**config.mk**
```make
export PLATFORM = sky130hd
export DESIGN_NAME = board_mem_arbiter
export DESIGN_NICKNAME = d
export VERILOG_FILES = /design/src/rtl/board_mem_arbiter.sv
export SDC_FILE = /design/constraint.sdc
export NUM_CORES = 1
export LEC_CHECK = 0
export BUFFER_PORTS_ARGS = -buffer_cell sky130_fd_sc_hd__buf_2
export CORE_MARGIN = 2
export CORE_UTILIZATION = 28
export DETAILED_ROUTE_END_ITERATION = 6
export PLACE_DENSITY = 0.78
export REMOVE_ABC_BUFFERS = 1
export SYNTH_ARGS = -nofsm -noshare
export SYNTH_HDL_FRONTEND = slang
export SYNTH_SLANG_ARGS = --single-unit
```
**constraint.sdc**
```tcl
create_clock -name clk_130mhz -period 1.3 [get_ports clk_130mhz]
set_input_delay 0.195 -clock clk_130mhz [delete_from_list [all_inputs] [get_ports clk_130mhz]]
set_output_delay 0.195 -clock clk_130mhz [all_outputs]
set_load 0.1 [all_outputs]
```
**src/rtl/board_mem_arbiter.sv**
```systemverilog
// Board BRAM port arbiter: renderer owns the port during active display, the life-update engine during blanking.
// Define BOARD_ARB_STATS_EN to count granted accesses per window onto upd_cycles_out (tied to 0 otherwise).
module board_mem_arbiter #(
    parameter int WORD_SIZE    = 16,
    parameter int LOG_MAX_ADDR = 12,
    parameter int BRAM_LATENCY = 2,
    parameter int CNT_W        = 20
) (
    input  logic                    clk_130mhz,
    input  logic                    rst_in,
    input  logic                    done_in,
    input  logic [LOG_MAX_ADDR-1:0] render_addr_in,
    output logic [WORD_SIZE-1:0]    render_data_out,
    input  logic                    upd_req_in,
    input  logic                    upd_we_in,
    input  logic [LOG_MAX_ADDR-1:0] upd_addr_in,
    input  logic [WORD_SIZE-1:0]    upd_wdata_in,
    output logic                    upd_gnt_out,
    output logic                    upd_rvalid_out,
    output logic [WORD_SIZE-1:0]    upd_rdata_out,
    output logic                    window_start_out,
    output logic [LOG_MAX_ADDR-1:0] mem_addr_out,
    output logic                    mem_we_out,
    output logic [WORD_SIZE-1:0]    mem_din_out,
    input  logic [WORD_SIZE-1:0]    mem_dout_in,
    output logic [CNT_W-1:0]        upd_cycles_out
);
    typedef enum logic {RENDER = 1'b0, UPDATE = 1'b1} state_t;

    state_t                  state_q;
    logic                    window_start_q;
    logic [BRAM_LATENCY-1:0] rd_pipe_q, rd_pipe_d;
    logic                    win_open, gnt, enter_upd, leave_upd;

    // The window closes combinationally with done_in so nothing is granted in the falling cycle.
    assign win_open  = (state_q == UPDATE) && done_in && !rst_in;
    assign gnt       = win_open && upd_req_in;
    assign enter_upd = (state_q == RENDER) && done_in;
    assign leave_upd = (state_q == UPDATE) && !done_in;

    assign upd_gnt_out      = gnt;
    assign window_start_out = window_start_q;
    assign mem_addr_out     = win_open ? upd_addr_in  : render_addr_in;
    assign mem_we_out       = gnt && upd_we_in;
    assign mem_din_out      = win_open ? upd_wdata_in : '0;
    assign render_data_out  = mem_dout_in;
    assign upd_rdata_out    = mem_dout_in;
    assign upd_rvalid_out   = rd_pipe_q[BRAM_LATENCY-1] && !rst_in;

    // Read tracker runs regardless of state so reads finish after the window closes.
    always_comb begin
        rd_pipe_d    = '0;
        rd_pipe_d[0] = gnt && !upd_we_in;
        for (int i = 1; i < BRAM_LATENCY; i++) rd_pipe_d[i] = rd_pipe_q[i-1];
    end

    always_ff @(posedge clk_130mhz) begin
        if (rst_in) begin
            state_q        <= RENDER;
            window_start_q <= 1'b0;
            rd_pipe_q      <= '0;
        end else begin
            rd_pipe_q      <= rd_pipe_d;
            window_start_q <= enter_upd;
            case (state_q)
                RENDER:  if (done_in)  state_q <= UPDATE;
                UPDATE:  if (!done_in) state_q <= RENDER;
                default: state_q <= RENDER;
            endcase
        end
    end

`ifdef BOARD_ARB_STATS_EN
    logic [CNT_W-1:0] cnt_q, cycles_q;

    always_ff @(posedge clk_130mhz) begin
        if (rst_in) begin
            cnt_q    <= '0;
            cycles_q <= '0;
        end else begin
            if (enter_upd)
                cnt_q <= '0;
            else if (gnt && (cnt_q != {CNT_W{1'b1}}))
                cnt_q <= cnt_q + CNT_W'(1);
            if (leave_upd)
                cycles_q <= cnt_q;
        end
    end

    assign upd_cycles_out = cycles_q;
`else
    assign upd_cycles_out = '0;
`endif

endmodule
```
[Yosys cells after proc, flatten, opt, wreduce, memory -nomap -nowiden]
Cells that the tools add are included.
Storage, ports and cells
  output and inout bits: 84
  flip-flop bits (word level): 4
  input port bits: 61
  ROM bits: 0
  bits in latches: 0
  logic and storage cells: 16
  memories: 0
  RAM bits: 0
Cells by class
  reduce and logical (&&, ||, !) cells: 9
  multipliers: 0
  divide/modulo/power cells: 0
  equal/unequal tests: 0
  add/sub/neg operators: 0
  $lt $le $gt $ge: 0
  shift-type cells: 0
  bitwise gates (word level): 1
  mux-type cells: 3
Operators with widths (count)
  $mux 16: 1
  $mux 12: 1
  $logic_and 1x1->1: 7
  $logic_not 1->1: 2
  $mux 1: 1
  $not 1->1: 1

[Longest topological paths before layout]
Gate-level depths: netlist of the first run.
  word-level depth: 4
  mapped depth: 3
  mapped depth without buffers: 2

[Worst setup path after synthesis of the first run]
Ideal clock, no wire load.
  path kind: register -> output
  start: reg state_q
  end: out mem_din_out[10]
  path buffers: 1
  path slack: -0.355 ns
  data required time: 1.105 ns
  stages on the path, launching flop included: 4
  data arrival time: 1.460 ns
  path through: dfxtp_1 > and3b_4 > clkbuf_2 > and2_1
On the way
  word-level cells in the longest chain between the ends: 3
RTL lines
  start: declaration: RTL line 30  | state_t state_q;
  start signal: assignment: RTL line 59  | state_q <= RENDER;
  start signal: assignment: RTL line 66  | RENDER: if (done_in) state_q <= UPDATE;
  start signal: assignment: RTL line 67  | UPDATE: if (!done_in) state_q <= RENDER;
  $logic_and 1x1->1 (2 in a row): RTL line 36  | assign win_open = (state_q == UPDATE) && done_in && !rst_in;
  $mux 16: RTL line 45  | assign mem_din_out = win_open ? upd_wdata_in : '0;
  end: declaration: RTL line 24  | output logic [WORD_SIZE-1:0] mem_din_out,
Every way passes these cells.

[Worst setup path after layout of the first run]
  start: reg state_q
  end: out mem_addr_out[8]
On the way
  word-level cells in the longest chain between the ends: 3
RTL lines
  $logic_and 1x1->1 (2 in a row): RTL line 36
  $mux 12: RTL line 43  | assign mem_addr_out = win_open ? upd_addr_in : render_addr_in;
  end: declaration: RTL line 22  | output logic [LOG_MAX_ADDR-1:0] mem_addr_out,
Every way passes these cells.

==> results of run 1 <==
-- area by class of cell --
cell class              instances  area, µm²
clock buffers                   3      22.52
fillers                       279       1418
multi-input cells              56      461.7
flip-flops and latches          4      81.33
well taps                      33      41.29
repair buffers                 86      953.4
-- metrics by stage --
| stage | area (µm²) | TNS, ns |
|---|---|---|
| 3_3_place_gp | 1418 | -3.143 |
| 3_5_place_dp | 1418 | -3.301 |
| 5_1_grt | 1560 | -9.636 |
| 2_1_floorplan | 498.0 | -8.401 |
| 4_1_cts | 1549 | -8.521 |
| 6_report | 1560 | -8.179 |
-- registers in the layout, summed over array words and instances (netlist names) --
register          count
rd_pipe_q             2
state_q               1
window_start_out      1
-- worst max-delay path by stage --
| stage | from | cells past startpoint | slack [ns] | endpoint |
|---|---|---|---|---|
| floorplan | state_q | 2 | -0.45 | mem_we_out |
| global placement | rst_in | 5 | -0.20 | mem_addr_out[0] |
| detailed placement | rst_in | 5 | -0.20 | mem_addr_out[8] |
| CTS | state_q | 4 | -0.36 | mem_addr_out[8] |
| global route | state_q | 4 | -0.38 | mem_addr_out[9] |
| finish | state_q | 4 | -0.34 | mem_addr_out[8] |
-- power by group through the flow --
stage | Combinational, W | Clock, W | Sequential [W]
final | 0.000823 | 0.000150 | 0.000129
after global routing | 0.000844 | 0.000174 | 0.000129
after CTS | 0.000824 | 0.000161 | 0.000129
after detailed placement | 0.000798 | 0 | 0.000130
after global placement | 0.000792 | 0 | 0.000130
after floorplan | 0.000559 | 0 | 0.000142
-- critical path: stages, from the launching register on --
cell and delay (ns):
dfxtp_2 0.32, and3b_4 0.24, buf_12 0.16, mux2_4 0.32
buf_12 0.17
-- layer usage --
metal / global-route usage, % / wire length [µm] / part of all wire [%]
met5: 9.524 / 21 / 0.87
met4: 1.948 / 2 / 0.083
met3: 12.01 / 478 / 20
met2: 16.64 / 1039 / 43
met1: 14.32 / 877 / 36
-- repair_timing --
item                       4_1_cts  5_1_grt
pin swaps                        1        0
resized for setup               22        1
buffers inserted                 6        1
setup endpoints to repair       30       30
-- synth_stat cells --
cell type	number	share of area, %
dfxtp_1	4	9.4
mux2_4	11	19
buf_12	1	2.3
and3_1	1	0.73
and2_1	17	12
and3b_4	1	1.5
mux2_2	1	1.3
and3b_1	1	1.0
conb_1	1	0.44
clkbuf_2	1	0.59
buf_6	1	1.3
buf_4	52	46
nor2b_1	1	0.73
and2b_2	3	3.1
-- cell families after synthesis --
| group | after synthesis | share of synthesized area, % |
|---|---|---|
| multiplexers | 12 | 20.67 |
| buffers and inverters | 55 | 50.00 |
| AND/OR/NAND/NOR | 24 | 19.50 |
| flip-flops | 4 | 9.385 |
| other | 1 | 0.4395 |
==> run_results.csv, run 1 <==
group,metric,value,unit
pwr,p_sw_share,57.39,%
setup_path,ff2ff_setup_slack,0.38,ns
status,violations,"setup timing",
floorplanning,core.rowCount,20,
setup_path,cp_max_fo,12,
sta,finalCriticalPeriod,1.642,ns
status,outcome,"finished with violations",
pwr,p_sw,0.0006327,W
clock_network,ctsRootBufferMaster,"clkbuf_4",
logic_synthesis,synth_seq_area_share,9.384,%
logic_synthesis,synth_cell_types,14,
clock_network,cts_hold_buf,0,
pwr,cellLeakagePower,0.8077,nW
routing,vias_per_cell,4.187,
setup_path,r2r-start,"state_q",
global_route,grt.total_usage,12.66,%
floorplanning,core-area,2978,µm²
worst_hold_path,whs_endpoint,"state_q",
routing,ant_nets,0,
pwr,pwr-share-comb,74.7,%
routing,routedWlPerCell,13.29,µm
clock_network,clk_pin_slew,0.04,ns
logic_synthesis,synthCells,96,
final_layout,final_core_util,52.40,%
pwr,p_total,0.001102,W
clock_network,cts_htree_levels,1,
setup_path,cp-end-kind,"output pin",
clock_network,tritoncts,"yes",
clock_network,cts_made_buffers,3,
setup_path,reg2reg_to,"rd_pipe_q[0]",
final_layout,final_cells,182,
global_route,grt_first_pass_wirelength,3.298,mm
clock_network,cts_buffer_depth,2,
final_layout,most-common-layout-cells,"buf_2 (45), buf_12 (33), conb_1 (20)",
sta,final-setup-viol-count,30,
floorplanning,die_h,59.21,µm
placement,hpwl,2.112,mm
pwr,seqPwrFrac,11.7,%
job,cap_viol_max_count,0,
final_layout,antenna_cells,0,
floorplanning,die_w,59.21,µm
worst_hold_path,hold-path-cell-count,2,
pwr,max-vdd-ir-drop,0.4982,mV
placement,pre_cts_ws,-0.1998,ns
floorplanning,fp.dieArea,3505,µm²
pwr,clkPwrFrac,13.6,%
floorplanning,start_util,28.66,%
logic_synthesis,synth-seq-cells,4,
logic_synthesis,yosys_warnings,0,
sta,report.final.slew_viol_count,0,
clock_network,cts.sinks,4,
global_route,antenna_found_initial,0,
logic_synthesis,syn_area,853.3,µm²
routing,vias,762,
global_route,grt_start_max_net_pins,13,
global_route,grt_remaining_overflow,0,
final_layout,drive_gt1_share,81.21,%
placement,dp.cells,172,
global_route,first_global_vias,693,
routing,drt_iter0_markers,28,
routing,wl,2.418,mm
placement,portBuffers,76,
final_layout,fin_nets,212,
worst_hold_path,hold_path.class,"in2reg",
placement,place.gp.congestion,0.6107,
sta,whs,0.2211,ns
sta,final-hold-violation-count,0,
setup_path,critical_path_class,"reg2out",
routing,drt_first_pass_iters,4,
sta,clock.fmax,0.6090,GHz
sta,skew,0.0004316,ns
final_layout,area_delta_synth_final,82.85,%
logic_synthesis,syn_avg_cell_area,8.889,µm²
final_layout,final_common_cell,"buf_2",
setup_path,worstSetupStartpointType,"register",
worst_hold_path,hold_start,"done_in",
setup_path,reg2reg_depth,3,
sta,fin_ws,-0.3420,ns
pwr,internal_power,0.0004697,W
sta,rsz0062_at_grt,"true",
setup_path,crit_required,1.11,ns
routing,drc,0,
pwr,cellPowerDensity,706.6,nW/µm²
sta,min_period_over_period,126.3,%
clock_network,clk_latency,0.23,ns
setup_path,cp.arrival,1.45,ns
floorplanning,ios,145,
(Power assumes the default switching activity.)
==> run 2, diff against run 1 <==
==> constraint.sdc (replaced) <==
create_clock -name clk_130mhz -period 1.3 [get_ports clk_130mhz]
set_input_delay 0 -clock clk_130mhz [delete_from_list [all_inputs] [get_ports clk_130mhz]]
set_output_delay 0 -clock clk_130mhz [all_outputs]
set_load 0.1 [all_outputs]
==> run_results.csv, run 2 (synthesis gave the netlist of run 1 again) <==
group,metric,value,unit
pwr,max-vdd-ir-drop,0.3832,mV
sta,whs,0.001134,ns
routing,wl,2.359,mm
clock_network,tritoncts,"yes",
routing,drc,0,
job,cap_viol_max_count,0,
sta,clock.fmax,0.7062,GHz
final_layout,most-common-layout-cells,"buf_2 (46), buf_12 (32), conb_1 (20)",
clock_network,cts_made_buffers,3,
clock_network,cts.sinks,4,
status,violations,"setup timing",
clock_network,cts_buffer_depth,2,
sta,final-setup-viol-count,17,
sta,finalCriticalPeriod,1.416,ns
clock_network,cts_htree_levels,1,
sta,final-hold-violation-count,0,
routing,ant_nets,0,
floorplanning,core-area,2978,µm²
status,outcome,"finished with violations",
floorplanning,ios,145,
pwr,cellPowerDensity,733.7,nW/µm²
worst_hold_path,hold_path.class,"in2out",
final_layout,largest_reg_flops,2,
floorplanning,die_h,59.21,µm
sta,min_period_over_period,108.9,%
routing,drt_first_pass_iters,4,
final_layout,final_cells,177,
sta,report.final.slew_viol_count,0,
setup_path,cp_max_fo,6,
final_layout,drive_gt1_share,76.39,%
setup_path,cp.arrival,1.42,ns
placement,place.gp.congestion,0.6092,
placement,hpwl,2.138,mm
pwr,cellLeakagePower,0.7703,nW
clock_network,clk_latency,0.23,ns
final_layout,final_common_cell,"buf_2",
floorplanning,core.rowCount,20,
final_layout,antenna_cells,0,
floorplanning,die_w,59.21,µm
floorplanning,fp.dieArea,3505,µm²
sta,skew,0.0007775,ns
global_route,grt.total_usage,12.86,%
setup_path,crit_required,1.30,ns
placement,dp.cells,172,
clock_network,ctsRootBufferMaster,"clkbuf_4",
final_layout,area_delta_synth_final,74.93,%
final_layout,fin_nets,207,
routing,drt_iter0_markers,17,
setup_path,critical_path_class,"reg2out",
final_layout,largest_register,"rd_pipe_q",
global_route,first_global_vias,688,
routing,routedWlPerCell,13.33,µm
clock_network,clk_pin_slew,0.04,ns
global_route,grt_start_max_net_pins,15,
placement,portBuffers,76,
setup_path,worstSetupStartpointType,"register",
sta,fin_ws,-0.1161,ns
global_route,antenna_found_initial,0,
routing,vias,745,
floorplanning,start_util,28.66,%
sta,rsz0062_at_grt,"true",
global_route,grt_first_pass_wirelength,3.339,mm
routing,vias_per_cell,4.209,
final_layout,n_fill_cell,273,
setup_path,cp-end-kind,"output pin",
global_route,grt_remaining_overflow,0,
clock_network,cts_hold_buf,0,
-- run 2: area by class of cell --
type / instances / area [µm²] / area share (%)
sequential: 4 / 81.33 / 5.448
timing repair buffer: 81 / 900.9 / 60.35
clock buffer: 3 / 22.52 / 1.509
multi-input combinational: 56 / 446.7 / 29.92
tap: 33 / 41.29 / 2.766
-- run 2: metrics by stage --
stage,utilization [%],worst slack [ns],TNS (ns),power [W],cell area [µm²]
after floorplan,-,-0.2501,-3.934,0.0007014,498.0
after global placement,46.68,0.1018,0,0.0009206,1390
after detailed placement,46.68,0.07632,0,0.0009252,1390
after CTS,49.87,-0.1342,-1.986,0.001105,1485
after global routing,50.13,-0.1614,-2.803,0.001132,1493
final,50.13,-0.1161,-1.555,0.001095,1493
-- run 2: path summary, 6_finish.rpt --
kind                  startpoint                 end  slack (ns)  depth (start not counted)
setup / recovery         state_q     mem_addr_out[1]       -0.12                          4
hold / removal    mem_dout_in[1]  render_data_out[1]       0.001                          0
setup reg to reg         state_q        rd_pipe_q[0]        0.39                          3
hold reg to reg          state_q    window_start_out        0.40                          1
-- run 2: report_power, final --
part / leakage [nW] / switching, W / internal, W
Combinational: 0.723 / 0.000582 / 0.000231
Clock: 0.0138 / 0.0000509 / 0.000103
Sequential: 0.0330 / 0.00000113 / 0.000128
Total: 0.770 / 0.000634 / 0.000461
-- run 2: what timing repair did --
| action | in CTS | in global routing |
|---|---|---|
| setup endpoints to repair | 30 | 28 |
| buffers inserted | 2 | 0 |
| resized for setup | 15 | 2 |
| pin swaps | 1 | 0 |
-- run 2: critical path: stages, from the launching register on --
cell and delay [ns]:
dfxtp_2 0.31, and3b_4 0.24, buf_6 0.14, mux2_4 0.32
buf_12 0.17
-- run 2: routing by layer --
metal,global-route usage [%],vias to the layer above,wire length [µm]
met4,0.9740,2,2
li1,-,324,-
met2,16.64,103,967
met5,9.524,-,22
met1,14.78,314,832
met3,12.88,2,535
